--- config.mk ---
export PLATFORM = sky130hd
export DESIGN_NAME = vdp_host_bus_if_flat
export DESIGN_NICKNAME = d
export VERILOG_FILES = /design/src/rtl/vdp_bus_pkg.sv /design/src/rtl/vdp_host_bus_if_if.sv /design/src/rtl/bus_pin_filter.sv /design/src/rtl/vdp_host_bus_if.sv /design/src/flat_wrapper.sv
export SDC_FILE = /design/constraint.sdc
export NUM_CORES = 1
export LEC_CHECK = 0
export CORE_ASPECT_RATIO = 1.25
export CORE_MARGIN = 10
export CORE_UTILIZATION = 35
export CTS_BUF_LIST = sky130_fd_sc_hd__clkbuf_8
export DETAILED_ROUTE_END_ITERATION = 16
export GPL_TIMING_DRIVEN = 0
export HOLD_SLACK_MARGIN = 0.08
export SYNTH_ARGS = -nofsm -noshare
export SYNTH_HDL_FRONTEND = slang
export SYNTH_SLANG_ARGS = --single-unit
--- constraint.sdc ---
create_clock -name clk -period 3.3 [get_ports clk]
set_input_delay 0.66 -clock clk [delete_from_list [all_inputs] [get_ports clk]]
set_output_delay 0.66 -clock clk [all_outputs]
set_load 0.02 [all_outputs]
--- src/rtl/vdp_bus_pkg.sv ---
// rtl/vdp_bus_pkg.sv - shared types and default constants for the VDP host bus front end
package vdp_bus_pkg;

  localparam int DEF_ADDR_W      = 2;
  localparam int DEF_DATA_W      = 8;
  localparam int DEF_FILTER_LEN  = 3;
  localparam int DEF_FIFO_DEPTH  = 4;
  localparam int DEF_ACK_TIMEOUT = 255;

  typedef enum logic [1:0] {
    IDLE   = 2'd0,
    WR_REQ = 2'd1,
    RD_REQ = 2'd2
  } bus_state_t;

  // One host write as seen by the VDP core, at the default bus widths.
  typedef struct packed {
    logic [DEF_ADDR_W-1:0] adr;
    logic [DEF_DATA_W-1:0] dbo;
  } bus_entry_t;

endpackage

--- src/rtl/vdp_host_bus_if_if.sv ---
// rtl/vdp_host_bus_if_if.sv - REQ/ACK request bus between the host front end and the VDP core
interface vdp_host_bus_if_if
  import vdp_bus_pkg::*;
#(
  parameter int ADDR_W = DEF_ADDR_W,
  parameter int DATA_W = DEF_DATA_W
);

  logic              req;
  logic              wrt;
  logic [ADDR_W-1:0] adr;
  logic [DATA_W-1:0] dbo;
  logic              ack;
  logic [DATA_W-1:0] dbi;

  modport master (output req, wrt, adr, dbo, input ack, dbi);
  modport slave  (input req, wrt, adr, dbo, output ack, dbi);

endinterface

--- src/rtl/bus_pin_filter.sv ---
// rtl/bus_pin_filter.sv - two-flop synchroniser plus N-sample agreement filter for an active-low strobe
module bus_pin_filter #(
  parameter int FILTER_LEN = 3
) (
  input  logic clk,
  input  logic reset,
  input  logic pin_n,
  output logic level,
  output logic fell
);

  localparam int CNT_W = 4;

  logic             sync1;
  logic             sync2;
  logic [CNT_W-1:0] agree_cnt;

  // bring the asynchronous pin into the clk domain; idle level is high
  always_ff @(posedge clk or posedge reset) begin
    if (reset) begin
      sync1 <= 1'b1;
      sync2 <= 1'b1;
    end else begin
      sync1 <= pin_n;
      sync2 <= sync1;
    end
  end

  // accept a new level only after FILTER_LEN consecutive differing samples; fell pulses with the change
  always_ff @(posedge clk or posedge reset) begin
    if (reset) begin
      level     <= 1'b1;
      fell      <= 1'b0;
      agree_cnt <= '0;
    end else begin
      fell <= 1'b0;
      if (sync2 == level) begin
        agree_cnt <= '0;
      end else if (agree_cnt == CNT_W'(FILTER_LEN - 1)) begin
        level     <= sync2;
        fell      <= ~sync2;
        agree_cnt <= '0;
      end else begin
        agree_cnt <= agree_cnt + CNT_W'(1);
      end
    end
  end

endmodule

--- src/rtl/vdp_host_bus_if.sv ---
// rtl/vdp_host_bus_if.sv - host CPU bus front end: strobe filtering, write FIFO, ordered REQ/ACK with timeout
module vdp_host_bus_if
  import vdp_bus_pkg::*;
#(
  parameter int ADDR_W      = DEF_ADDR_W,
  parameter int DATA_W      = DEF_DATA_W,
  parameter int FILTER_LEN  = DEF_FILTER_LEN,
  parameter int FIFO_DEPTH  = DEF_FIFO_DEPTH,
  parameter int ACK_TIMEOUT = DEF_ACK_TIMEOUT
) (
  input  logic              clk,
  input  logic              reset,
  input  logic              csw_n,
  input  logic              csr_n,
  input  logic [ADDR_W-1:0] mode,
  input  logic [DATA_W-1:0] cd_in,
  output logic [DATA_W-1:0] cd_out,
  output logic              cd_oe,
  vdp_host_bus_if_if.master vdp,
  output logic              fifo_full,
  output logic              overflow,
  output logic              timeout,
  output logic              collision
);

  localparam int PTR_W = $clog2(FIFO_DEPTH);
  localparam int TMO_W = 16;

  typedef struct packed {
    logic [ADDR_W-1:0] adr;
    logic [DATA_W-1:0] dbo;
  } fifo_entry_t;

  logic [ADDR_W-1:0] mode_s1, mode_s2;
  logic [DATA_W-1:0] cd_s1, cd_s2;

  logic wr_level, wr_fell;
  logic rd_level, rd_fell;
  logic both_low, wr_edge, rd_edge;

  fifo_entry_t       fifo_mem [FIFO_DEPTH];
  fifo_entry_t       fifo_head;
  logic [PTR_W:0]    wr_ptr, rd_ptr, fifo_count;
  logic              fifo_empty, push_ok, pop;

  logic              rd_pending;
  logic [ADDR_W-1:0] rd_adr;

  bus_state_t        state_q, state_d;
  logic [TMO_W-1:0]  wait_cnt;
  logic              in_req, tmo_hit, done, abandon, rd_done;

  bus_pin_filter #(.FILTER_LEN(FILTER_LEN)) u_wr_filter (
    .clk   (clk),
    .reset (reset),
    .pin_n (csw_n),
    .level (wr_level),
    .fell  (wr_fell)
  );

  bus_pin_filter #(.FILTER_LEN(FILTER_LEN)) u_rd_filter (
    .clk   (clk),
    .reset (reset),
    .pin_n (csr_n),
    .level (rd_level),
    .fell  (rd_fell)
  );

  // address and data are only sampled at a filtered strobe edge, so a plain two-flop sync suffices
  always_ff @(posedge clk or posedge reset) begin
    if (reset) begin
      mode_s1 <= '0;
      mode_s2 <= '0;
      cd_s1   <= '0;
      cd_s2   <= '0;
    end else begin
      mode_s1 <= mode;
      mode_s2 <= mode_s1;
      cd_s1   <= cd_in;
      cd_s2   <= cd_s1;
    end
  end

  assign both_low   = ~wr_level & ~rd_level;
  assign wr_edge    = wr_fell & ~both_low;
  assign rd_edge    = rd_fell & ~both_low;
  assign cd_oe      = ~rd_level;

  assign fifo_count = wr_ptr - rd_ptr;
  assign fifo_full  = (fifo_count == (PTR_W + 1)'(FIFO_DEPTH));
  assign fifo_empty = (fifo_count == '0);
  assign fifo_head  = fifo_mem[rd_ptr[PTR_W-1:0]];
  assign push_ok    = wr_edge & ~fifo_full;

  assign in_req     = (state_q != IDLE);
  assign tmo_hit    = in_req && (wait_cnt == TMO_W'(ACK_TIMEOUT - 1));
  assign done       = in_req && (vdp.ack || tmo_hit);
  assign abandon    = tmo_hit && !vdp.ack;
  assign pop        = (state_q == WR_REQ) && done;
  assign rd_done    = (state_q == RD_REQ) && done;

  // write FIFO pointers; fullness is judged before a same-cycle pop
  always_ff @(posedge clk or posedge reset) begin
    if (reset) begin
      wr_ptr <= '0;
      rd_ptr <= '0;
    end else begin
      if (push_ok) wr_ptr <= wr_ptr + (PTR_W + 1)'(1);
      if (pop)     rd_ptr <= rd_ptr + (PTR_W + 1)'(1);
    end
  end

  // FIFO storage carries no reset; validity is tracked entirely by the pointers
  always_ff @(posedge clk) begin
    if (push_ok) fifo_mem[wr_ptr[PTR_W-1:0]] <= {mode_s2, cd_s2};
  end

  // pending read, read data return and the sticky error flags
  always_ff @(posedge clk or posedge reset) begin
    if (reset) begin
      rd_pending <= 1'b0;
      rd_adr     <= '0;
      cd_out     <= '0;
      overflow   <= 1'b0;
      timeout    <= 1'b0;
      collision  <= 1'b0;
    end else begin
      if (rd_done) rd_pending <= 1'b0;
      if (rd_edge && (!rd_pending || rd_done)) begin
        rd_pending <= 1'b1;
        rd_adr     <= mode_s2;
      end
      if ((state_q == RD_REQ) && vdp.ack) cd_out <= vdp.dbi;
      if (wr_edge && fifo_full) overflow  <= 1'b1;
      if (abandon)              timeout   <= 1'b1;
      if (both_low)             collision <= 1'b1;
    end
  end

  // request age counter, restarted for every transaction
  always_ff @(posedge clk or posedge reset) begin
    if (reset) begin
      wait_cnt <= '0;
    end else if (!in_req || done) begin
      wait_cnt <= '0;
    end else begin
      wait_cnt <= wait_cnt + TMO_W'(1);
    end
  end

  // sequencer state register
  always_ff @(posedge clk or posedge reset) begin
    if (reset) state_q <= IDLE;
    else       state_q <= state_d;
  end

  // writes always drain before a read, and every transaction returns through IDLE
  always_comb begin
    state_d = state_q;
    case (state_q)
      IDLE: begin
        if (!fifo_empty)     state_d = WR_REQ;
        else if (rd_pending) state_d = RD_REQ;
      end
      WR_REQ, RD_REQ: begin
        if (done) state_d = IDLE;
      end
      default: state_d = IDLE;
    endcase
  end

  // request outputs are driven only while a request is open
  always_comb begin
    vdp.req = 1'b0;
    vdp.wrt = 1'b0;
    vdp.adr = '0;
    vdp.dbo = '0;
    case (state_q)
      WR_REQ: begin
        vdp.req = 1'b1;
        vdp.wrt = 1'b1;
        vdp.adr = fifo_head.adr;
        vdp.dbo = fifo_head.dbo;
      end
      RD_REQ: begin
        vdp.req = 1'b1;
        vdp.adr = rd_adr;
      end
      default: ;
    endcase
  end

endmodule

--- src/flat_wrapper.sv ---
// flat-port wrapper written by rule: the top's interface ports become plain ports
module vdp_host_bus_if_flat import vdp_bus_pkg::*;
#(
  parameter int ADDR_W      = DEF_ADDR_W,
  parameter int DATA_W      = DEF_DATA_W,
  parameter int FILTER_LEN  = DEF_FILTER_LEN,
  parameter int FIFO_DEPTH  = DEF_FIFO_DEPTH,
  parameter int ACK_TIMEOUT = DEF_ACK_TIMEOUT
)
  (clk, reset, csw_n, csr_n, mode, cd_in, cd_out, cd_oe, fifo_full, overflow, timeout, collision, vdp_req, vdp_wrt, vdp_adr, vdp_dbo, vdp_ack, vdp_dbi);
  vdp_host_bus_if_if #(.ADDR_W(ADDR_W), .DATA_W(DATA_W)) vdp_i ();
  input  logic clk;
  input  logic reset;
  input  logic csw_n;
  input  logic csr_n;
  input  logic [ADDR_W-1:0] mode;
  input  logic [DATA_W-1:0] cd_in;
  output logic [DATA_W-1:0] cd_out;
  output logic cd_oe;
  output logic fifo_full;
  output logic overflow;
  output logic timeout;
  output logic collision;
  output wire logic [$bits(vdp_i.req)-1:0] vdp_req;
  output wire logic [$bits(vdp_i.wrt)-1:0] vdp_wrt;
  output wire logic [$bits(vdp_i.adr)-1:0] vdp_adr;
  output wire logic [$bits(vdp_i.dbo)-1:0] vdp_dbo;
  input wire logic [$bits(vdp_i.ack)-1:0] vdp_ack;
  input wire logic [$bits(vdp_i.dbi)-1:0] vdp_dbi;
  assign vdp_req = vdp_i.req;
  assign vdp_wrt = vdp_i.wrt;
  assign vdp_adr = vdp_i.adr;
  assign vdp_dbo = vdp_i.dbo;
  assign vdp_i.ack = vdp_ack;
  assign vdp_i.dbi = vdp_dbi;
  vdp_host_bus_if #(.ADDR_W(ADDR_W), .DATA_W(DATA_W), .FILTER_LEN(FILTER_LEN), .FIFO_DEPTH(FIFO_DEPTH), .ACK_TIMEOUT(ACK_TIMEOUT)) u_core (.clk(clk), .reset(reset), .csw_n(csw_n), .csr_n(csr_n), .mode(mode), .cd_in(cd_in), .cd_out(cd_out), .cd_oe(cd_oe), .vdp(vdp_i), .fifo_full(fifo_full), .overflow(overflow), .timeout(timeout), .collision(collision));
endmodule
==> out/results.txt <==
RSZ-0062 raised after global routing - false
fin. max-slew vios - 0
Tmin final - 3080 ps
Placed Area - 5380 um^2
most frequent cells in the layout - 68 x dfrtp_1, 47 x clkdlybuf4s50_1, 40 x edfxtp_1
CP Data Required Time - 2640 ps
Seq/Total Area, Yosys - 0.656
Root Buffer Master - clkbuf_8
Syn Nets - 353
WHS - 341 ps
Global Route Usage Sum - 0.102
Pwr Total - 4.66 mW
Cell Area, Synth - 4670 um^2
Rows - 47
DRC - 0
Initial Utilization - 0.354
hpwl dp - 5940 um
Fin. Hold Viols - 0
vias in the first global route - 2852
Flop pwr share - 0.387
drt first pass iters - 4
Max Freq - 325 MHz
Rel. slew slack - 0.276
Final Setup Violations - 0
worst setup path category - reg -> out
Setup crit start kind - register
Clock transition at path regs - 70 ps
TritonCTS clock tree - yes
Max VDD drop - 0.000279 V
clock sinks - 114
Vias - 2630
status - finished clean
largest net degree at the start of global routing - 45
Die Footprint - 18400 um^2
core footprint - 13200 um^2
port bufs - 47
Filler Cells Inserted - 1203
TritonCTS buffer count - 17
H-tree levels - 4
share of post-route cells with drive strength above 1 - 0.201
Int Pwr - 3.15 mW
Initial DRC Count - 117
Synth warnings - 0
Clk pwr share - 0.285
GPL Wtd Cong - 0.773
post-synthesis cell type count - 45
commonest non-fill, non-tap cell in the layout - dfrtp_1
Clock Latency Late Sink - 420 ps
clock buffer depth - 2
Worst Tran Pin Value - 1080 ps
Worst EP arrival - 2420 ps
Via-to-Cell Ratio - 4.65
Sw Pwr - 1.50 mW
post-route ant nets - 0
Final period util - 0.933
Max Clock Skew - 11.4 ps
dominant synthesized flop cell - dfrtp_1
global-route wire length before repair - 14200 um
Seq cells post-synth - 114
fin area - 5820 um^2
Async S/R FF share, synth - 0.649
Post-Route WL - 8590 um
worst-path fanout max - 10
grt ovf - 0
switching share of power - 0.323
Post-synth EDFFs - 40
post-cts hold buffer count - 0
Leak Pwr - 2.27 nW
number of max-cap violations - 0
WL/cell - 15.2 um
post-CTS setup buffer count - 0
Final nets - 420
antenna cells - 0
Die Wd - 123 um
Die Y - 149 um
Mapped Cells - 314
Pwr per Cell Area - 800 nW/um^2
# IOs - 48
CP endpoint kind - output port
combinational power share - 0.328
Hold WC Path Type - reg -> reg
P&R area growth vs syn - 24.6%
antenna violations before repair - 0
Mean Syn Cell Area - 14.9 um^2
[cell usage after synthesis (4+ instances only)]
library cell | count | share of area
and2_1 | 12 | 0.016
dfrtp_1 | 68 | 0.36
dfstp_2 | 6 | 0.034
edfxtp_1 | 40 | 0.26
ha_1 | 16 | 0.043
inv_1 | 14 | 0.011
mux2_2 | 11 | 0.027
mux4_2 | 10 | 0.048
nand2_1 | 15 | 0.012
nand3_1 | 7 | 0.0075
nand4_1 | 6 | 0.0080
nor2_1 | 29 | 0.023
nor2b_1 | 4 | 0.0054
nor3_1 | 4 | 0.0043
o211ai_1 | 7 | 0.011
xnor2_1 | 12 | 0.023
xor2_1 | 14 | 0.026
[timing repair]
action,in CTS,in global routing
gates resized for setup,4,4
endpoints found under the setup margin,2,4
pin swaps,0,0
[flip-flops by register name, indices dropped and copies added, names as in the netlist, 2 cells and up]
| register | cells |
|---|---|
| u_core.mode_s1 | 2 |
| u_core.cd_s2 | 8 |
| u_core.wait_cnt | 16 |
| u_core.u_rd_filter.agree_cnt | 4 |
| u_core.state_q | 2 |
| u_core.rd_ptr | 3 |
| u_core.u_wr_filter.agree_cnt | 4 |
| u_core.rd_adr | 2 |
| u_core.cd_s1 | 8 |
| u_core.cd_out | 8 |
| u_core.fifo_mem | 40 |
| u_core.mode_s2 | 2 |
| u_core.wr_ptr | 3 |
[worst max-delay path, stage by stage, from the launching register on]
cell and delay [ps]:
dfrtp_1 450, buf_6 220, mux4_2 540, a22oi_1 160, nor2b_1 70, clkdlybuf4s50_1 560
[logic make-up after synthesis]
kind of cell	synth area share
mux	0.0772
flops	0.656
buf+inv	0.0182
simple gates	0.117
fa+ha+maj	0.0429
compound gates	0.0407
xor+xnor	0.0488
[power by group through the flow]
| stage | Sequential (mW) | Clock [mW] | Combinational [mW] |
|---|---|---|---|
| 2_1_floorplan | 1.86 | 0 | 0.908 |
| 3_3_place_gp | 1.82 | 0 | 1.50 |
| 3_5_place_dp | 1.83 | 0 | 1.53 |
| 4_1_cts | 1.81 | 1.37 | 1.55 |
| 5_1_grt | 1.83 | 1.43 | 1.68 |
| 6_report | 1.80 | 1.32 | 1.53 |
[layer usage]
| metal | part of all wire | global-route usage | vias up |
|---|---|---|---|
| li1 | - | - | 1249 |
| met1 | 0.38 | 0.103 | 1325 |
| met2 | 0.57 | 0.180 | 41 |
| met3 | 0.030 | 0.0341 | 15 |
| met4 | 0.023 | 0.0543 | 0 |
| met5 | 0 | 0 | - |
[per-stage QoR]
stage	utilization	TNS [ps]	std cells	setup slack [ps]
finish	0.441	0	565	221
global route	0.441	0	565	24.5
CTS	0.441	0	565	71.6
detailed placement	0.409	0	533	184
floorplan	-	0	314	768
global placement	0.406	-38930	532	-578
[final cells by class]
class                      count  area, um^2  area share
buffer                         6        43.8     0.00753
clock buffer                  18         248      0.0426
clock inverter                14         164      0.0282
inverter                      14        55.1     0.00947
multi-input combinational    180        1530       0.264
sequential                   114        3060       0.526
tap                          171         214      0.0368
timing repair buffer          48         498      0.0856
[worst paths after layout]
| path | cells past startpoint | end | startpoint | slack [ps] |
|---|---|---|---|---|
| min in group asynchronous | 2 | u_core.cd_out[2]$_DFFE_PP0P_ | reset | 590 |
| max | 5 | vdp_adr[1] | u_core.rd_ptr[0]$_DFFE_PP0P_ | 220 |
| max reg2reg | 6 | u_core.fifo_mem[3][3]$_DFFE_PP_ | u_core.rd_ptr[1]$_DFFE_PP0P_ | 760 |
| max in group asynchronous | 3 | u_core.u_rd_filter.level$_DFFE_PP1P_ | reset | 2110 |
| min | 0 | u_core.cd_s2[4]$_DFF_PP0_ | u_core.cd_s1[4]$_DFF_PP0_ | 340 |
| min reg2reg | 0 | u_core.cd_s2[4]$_DFF_PP0_ | u_core.cd_s1[4]$_DFF_PP0_ | 340 |
No activity file was read; power rests on OpenSTA's default activity.
